==> src/rtl/instr_encoder.sv <==
// ---------------------------------------------------------------------------
// instr_encoder
//
// Purpose: turns op requests (op select plus register, immediate and target
// fields) into 32-bit MIPS-style instruction words. The words are buffered in
// a DEPTH-entry FIFO and streamed out with a word address. The address starts
// at BASE_ADDR and advances by 4 on every word that is consumed.
//
// Optional feature: define INSTR_ENC_UNSUPPORTED_TRAP_EN to drop ops 28-31
// instead of enqueuing them. Each drop pulses err_unsupported for one cycle.
// Without the macro these ops are enqueued as 32'h00000000 and
// err_unsupported stays 0.
//
// Ports:
//   clock, reset        single clock, synchronous active-high reset
//   in_valid/in_ready   request handshake
//   in_op               op select 0..31
//   in_rs, in_rt, in_rd, in_shamt, in_imm, in_target   instruction fields
//   out_valid/out_ready encoded-word handshake
//   out_instr           FIFO head word (0 while empty)
//   out_addr            word address paired with out_instr
//   fill_level          FIFO occupancy 0..DEPTH
//   err_unsupported     one-cycle pulse on a dropped unsupported op
// ---------------------------------------------------------------------------
module instr_encoder #(
    parameter int          DEPTH     = 4,
    parameter logic [31:0] BASE_ADDR = 32'h0000_0000
) (
    input  logic                     clock,
    input  logic                     reset,
    input  logic                     in_valid,
    output logic                     in_ready,
    input  logic [4:0]               in_op,
    input  logic [4:0]               in_rs,
    input  logic [4:0]               in_rt,
    input  logic [4:0]               in_rd,
    input  logic [4:0]               in_shamt,
    input  logic [15:0]              in_imm,
    input  logic [25:0]              in_target,
    output logic                     out_valid,
    input  logic                     out_ready,
    output logic [31:0]              out_instr,
    output logic [31:0]              out_addr,
    output logic [$clog2(DEPTH):0]   fill_level,
    output logic                     err_unsupported
);

    localparam int PTR_W = $clog2(DEPTH);
    localparam int CNT_W = PTR_W + 1;

    logic [31:0]      mem [DEPTH];
    logic [PTR_W-1:0] wr_ptr;
    logic [PTR_W-1:0] rd_ptr;
    logic [CNT_W-1:0] count;
    logic             full;
    logic             empty;
    logic             accept;
    logic             push;
    logic             pop;
    logic [31:0]      enc_word;

    // Instruction word assembly. Fields that an op does not use are forced to
    // zero, so the words look the same as those from a standard assembler.
    function automatic logic [31:0] encode(
        input logic [4:0]  op,
        input logic [4:0]  rs,
        input logic [4:0]  rt,
        input logic [4:0]  rd,
        input logic [4:0]  shamt,
        input logic [15:0] imm,
        input logic [25:0] target
    );
        logic [5:0]  code;
        logic [4:0]  rs_f;
        logic [4:0]  rt_f;
        logic [4:0]  rd_f;
        logic [4:0]  sh_f;
        logic [31:0] word;
        code = 6'b000000;
        rs_f = rs;
        rt_f = rt;
        rd_f = rd;
        sh_f = 5'd0;
        word = 32'h0000_0000;
        // code is the funct field for R-type ops and the opcode otherwise
        case (op)
            5'd0:  code = 6'b100000;
            5'd1:  code = 6'b100001;
            5'd2:  code = 6'b100010;
            5'd3:  code = 6'b100011;
            5'd4:  code = 6'b100100;
            5'd5:  code = 6'b100101;
            5'd6:  code = 6'b100110;
            5'd7:  code = 6'b100111;
            5'd8:  code = 6'b101010;
            5'd9:  code = 6'b000000;
            5'd10: code = 6'b000010;
            5'd11: code = 6'b000011;
            5'd12: code = 6'b000100;
            5'd13: code = 6'b000110;
            5'd14: code = 6'b000111;
            5'd15: code = 6'b001000;
            5'd16: code = 6'b001000;
            5'd17: code = 6'b001001;
            5'd18: code = 6'b001100;
            5'd19: code = 6'b001101;
            5'd20: code = 6'b001110;
            5'd21: code = 6'b100011;
            5'd22: code = 6'b101011;
            5'd23: code = 6'b000100;
            5'd24: code = 6'b000101;
            5'd25: code = 6'b000010;
            5'd26: code = 6'b000011;
            default: code = 6'b000000;
        endcase
        if (op <= 5'd15) begin
            // immediate shifts use shamt and have no rs; JR uses rs only
            if (op >= 5'd9 && op <= 5'd11) begin
                rs_f = 5'd0;
                sh_f = shamt;
            end
            if (op == 5'd15) begin
                rt_f = 5'd0;
                rd_f = 5'd0;
            end
            word = {6'b000000, rs_f, rt_f, rd_f, sh_f, code};
        end else if (op <= 5'd24) begin
            word = {code, rs, rt, imm};
        end else if (op <= 5'd26) begin
            word = {code, target};
        end else begin
            word = 32'h0000_0000;
        end
        return word;
    endfunction

    assign enc_word   = encode(in_op, in_rs, in_rt, in_rd, in_shamt, in_imm, in_target);
    assign full       = (count == CNT_W'(DEPTH));
    assign empty      = (count == '0);
    assign in_ready   = !full && !reset;
    assign accept     = in_valid && in_ready;
    assign out_valid  = !empty;
    assign pop        = out_valid && out_ready;
    assign out_instr  = empty ? 32'h0000_0000 : mem[rd_ptr];
    assign fill_level = count;

`ifdef INSTR_ENC_UNSUPPORTED_TRAP_EN
    logic unsupported;
    logic err_p1;

    assign unsupported     = (in_op >= 5'd28);
    assign push            = accept && !unsupported;
    assign err_unsupported = err_p1;

    // --- stage p1: error pulse one cycle after the dropped request ---
    always_ff @(posedge clock) begin
        if (reset) begin
            err_p1 <= 1'b0;
        end else begin
            err_p1 <= accept && unsupported;
        end
    end
`else
    assign push            = accept;
    assign err_unsupported = 1'b0;
`endif

    // --- FIFO storage: data only, so it has no reset ---
    always_ff @(posedge clock) begin
        if (push) begin
            mem[wr_ptr] <= enc_word;
        end
    end

    // --- FIFO control and address counter ---
    always_ff @(posedge clock) begin
        if (reset) begin
            wr_ptr   <= '0;
            rd_ptr   <= '0;
            count    <= '0;
            out_addr <= BASE_ADDR;
        end else begin
            if (push) begin
                wr_ptr <= wr_ptr + PTR_W'(1);
            end
            if (pop) begin
                rd_ptr   <= rd_ptr + PTR_W'(1);
                out_addr <= out_addr + 32'd4;
            end
            case ({push, pop})
                2'b10:   count <= count + CNT_W'(1);
                2'b01:   count <= count - CNT_W'(1);
                default: count <= count;
            endcase
        end
    end

endmodule
==> config.mk <==
export PLATFORM = sky130hd
export DESIGN_NAME = instr_encoder
export DESIGN_NICKNAME = d
export VERILOG_FILES = /design/src/rtl/instr_encoder.sv
export SDC_FILE = /design/constraint.sdc
export NUM_CORES = 1
export LEC_CHECK = 0
export ABC_AREA = 1
export CAP_MARGIN = 20
export CORE_AREA = 2 2 122 124
export CTS_CLUSTER_DIAMETER = 30
export DETAILED_ROUTE_END_ITERATION = 10
export DIE_AREA = 0 0 124 126
export PLACE_DENSITY = 0.84
export SYNTH_ARGS = -nofsm -noshare
export SYNTH_HDL_FRONTEND = slang
export SYNTH_SLANG_ARGS = --single-unit
==> constraint.sdc <==
create_clock -name clock -period 7.9 [get_ports clock]
set_input_delay 2.37 -clock clock [delete_from_list [all_inputs] [get_ports clock]]
set_output_delay 2.37 -clock clock [all_outputs]
set_load 0.05 [all_outputs]
==> key figures <==
Finish
  • Commonest non-fill, non-tap cells in the layout: nor2_1 (182), clkdlybuf4s50_1 (136), edfxtp_1 (124)
  • Layout cell share with drive strength beyond 1: 8.21%
  • Final Util: 70.4%
  • Most common library cell in the layout ignoring fill and taps: nor2_1
  • # diodes: 0
  • Post-route cell area: 10100 sq um
  • Nets: 1095
  • Cell Count, Final, Fillers Out: 1207
  • Area Overhead vs Synth: 25.4%

Logic synthesis
  • Synth Flop Type: edfxtp_1
  • Synth async-reset ratio: 0%
  • Synthesis-stage register bit count: 163
  • Post-Syn Area per Cell: 9.08 sq um
  • Netlist Area Pre-Place: 8030 sq um
  • Post-synthesis sequential area ratio: 56.1%
  • Yosys warning total: 0
  • Post-Synthesis Cells: 884
  • Distinct cells, synth: 45
  • Post-synth EDFFs: 124

Global route
  • Grt total ovfl: 0
  • First-pass GRT wire length: 30600 um
  • GRT Total Usage: 25.8%
  • Initial antenna violation count: 0
  • Largest net degree at the start of global routing: 64
  • Vias in the first global route: 6312

STA
  • RSZ-0062 raised after global routing: false
  • Fin Clk Skew: 8.52 ps
  • Max_slew headroom: 36.4%
  • Worst Tran Pin Value: 954 ps
  • Tcrit/Tclk final: 80.6%
  • Final setup TNS: 0 ps
  • Hold Violations, Final: 0
  • Maximum clock frequency: 0.157 GHz
  • Max-slew violations: 0
  • Min Tclk post-route: 6370 ps
  • Setup-failing EPs final: 0
  • Setup slack after layout: 1530 ps

Placement
  • Placed Cells: 1176
  • Placed Area: 9480 sq um
  • DP Worst Slack: 1540 ps
  • # port buffers: 136
  • Gpl congestion: 0.911
  • Post-DP HPWL: 12700 um

Route
  • DR vias/cell: 5.48
  • WL/cell: 16.6 um
  • Remaining antenna violation count: 0
  • Vias: 6617
  • 1st-iter DRT viols: 509
  • Routed WL: 20100 um
  • First drt pass iteration count: 6
  • DRC: 0

Clock network
  • H-tree depth: 4
  • Post-CTS Repair Setup Buffers: 0
  • Post-CTS sizing: 0
  • CTS buffer count: 17
  • Post-cts hold buffer count: 0
  • Deepest clock path buffer count: 2
  • Sink Count: 163
  • Clock root buffer master: clkbuf_16
  • Clk Latency, worst-skew pair: 430 ps
  • TritonCTS clock tree: built
  • CTS clock-pin slew for the worst setup and hold paths: 60 ps

Critical path
  • R2r worst-path depth: 10
  • Startpoint Class: primary input
  • Arr. time, crit path: 4000 ps
  • CP max stage cell: clkdlybuf4s50_1
  • Most frequent CP cell: clkdlybuf4s50_1
  • Crit path cell chain: clkdlybuf4s50_1 -> buf_4 -> a21oi_1 -> clkdlybuf4s50_1
  • WS Path Type: primary input to output pin
  • CP max FO: 15
  • CP endpoint kind: output pin
  • Critical path required time: 5530 ps
  • Slowest stage delay, CP: 840 ps

Pwr
  • Peak VDD IR: 253 uV
  • Static Leak: 3.76 nW
  • PwrDens: 290 nW/um^2

Floorplan
  • Core area: 14300 sq um
  • Ports: 141
  • Height of the die: 126 um
  • DIE AREA: 15600 sq um
  • Initial core utilization: 56.1%
  • Row Count: 44
  • Die X: 124 um

Run status
  • Outcome: finished clean

Worst hold path
  • Hold Path Stages: 1
  • Hold Crit Class: register to register

Run
  • Max-cap violations: 0
## cell usage after synthesis, types with 8 or more instances
cell type | number | area, sq um
edfxtp_1 | 124 | 3720
nand2_1 | 94 | 353
inv_1 | 74 | 278
nand4_1 | 8 | 50.1
inv_2 | 9 | 33.8
buf_4 | 8 | 60.1
nor3_1 | 8 | 40.0
o21bai_1 | 8 | 60.1
o21ai_1 | 14 | 70.1
ha_1 | 12 | 150
dfxtp_1 | 39 | 781
buf_2 | 9 | 45.0
clkbuf_1 | 17 | 63.8
o21ai_0 | 96 | 480
a21oi_1 | 73 | 365
nand3_1 | 46 | 230
nor2_1 | 186 | 698
## cell families (layout without fill, tap and decap cells)
kind of cell | Yosys count | count (layout) | share of synthesized area (%)
AO/OA/AOI/OAI | 208 | 208 | 14.0
buffers and inverters | 126 | 262 | 6.96
flip-flops | 163 | 163 | 56.1
XOR/XNOR | 3 | 3 | 0.327
AND/OR/NAND/NOR | 370 | 370 | 20.4
adder cells (fa/ha/maj) | 13 | 13 | 2.12
other | 1 | 4 | 0.0467
## per-layer routing
layer | track usage [%] | vias to the layer above | wire, um
met5 | 0 | - | 0
met4 | 9.85 | 0 | 464
li1 | - | 3238 | -
met3 | 6.75 | 34 | 1750
met1 | 31.0 | 3047 | 7880
met2 | 44.0 | 298 | 10000
## critical path: cells and delay by family
kind	cells	cell delay, ps
AOI/OAI and AO/OA	1	190
buffers and inverters	3	1430
## final cells by class
class / count / area (sq um)
Sequential cell: 163 / 4510
Fill cell: 1033 / 4240
Multi-Input combinational cell: 598 / 2990
Timing Repair Buffer: 145 / 1430
Clock buffer: 17 / 425
Inverter: 86 / 330
Tap cell: 184 / 230
Clock inverter: 14 / 163
## flip-flops by register name, indices dropped and copies added (netlist names), named ones only
| signal | count |
|---|---|
| mem | 124 |
| out_addr | 30 |
| fill_level | 3 |
| rd_ptr | 2 |
| wr_ptr | 2 |
## where the power goes
group	total, mW	internal, mW	switching [mW]	leakage (nW)
sequential	0.997	0.977	0.0208	1.45
clock	0.820	0.493	0.327	0.279
combinational	1.10	0.322	0.780	2.03
total	2.92	1.79	1.13	3.76
## final timing paths
kind / startpoint / slack, ps / to
max: reset / 1530 / in_ready
min: rd_ptr[0]$_SDFFE_PP0P_ / 470 / register
max reg2reg: fill_level[0]$_SDFFE_PP0P_ / 5560 / fill_level[2]$_SDFFE_PP0P_
min reg2reg: rd_ptr[0]$_SDFFE_PP0P_ / 470 / register
## through the flow
step,power [mW],hold slack [ps]
6_report,2.92,469
3_3_place_gp,2.09,455
5_1_grt,3.02,497
2_1_floorplan,1.75,436
4_1_cts,2.92,472
3_5_place_dp,2.11,461
Note: power is estimated with default switching activity, not from simulation.
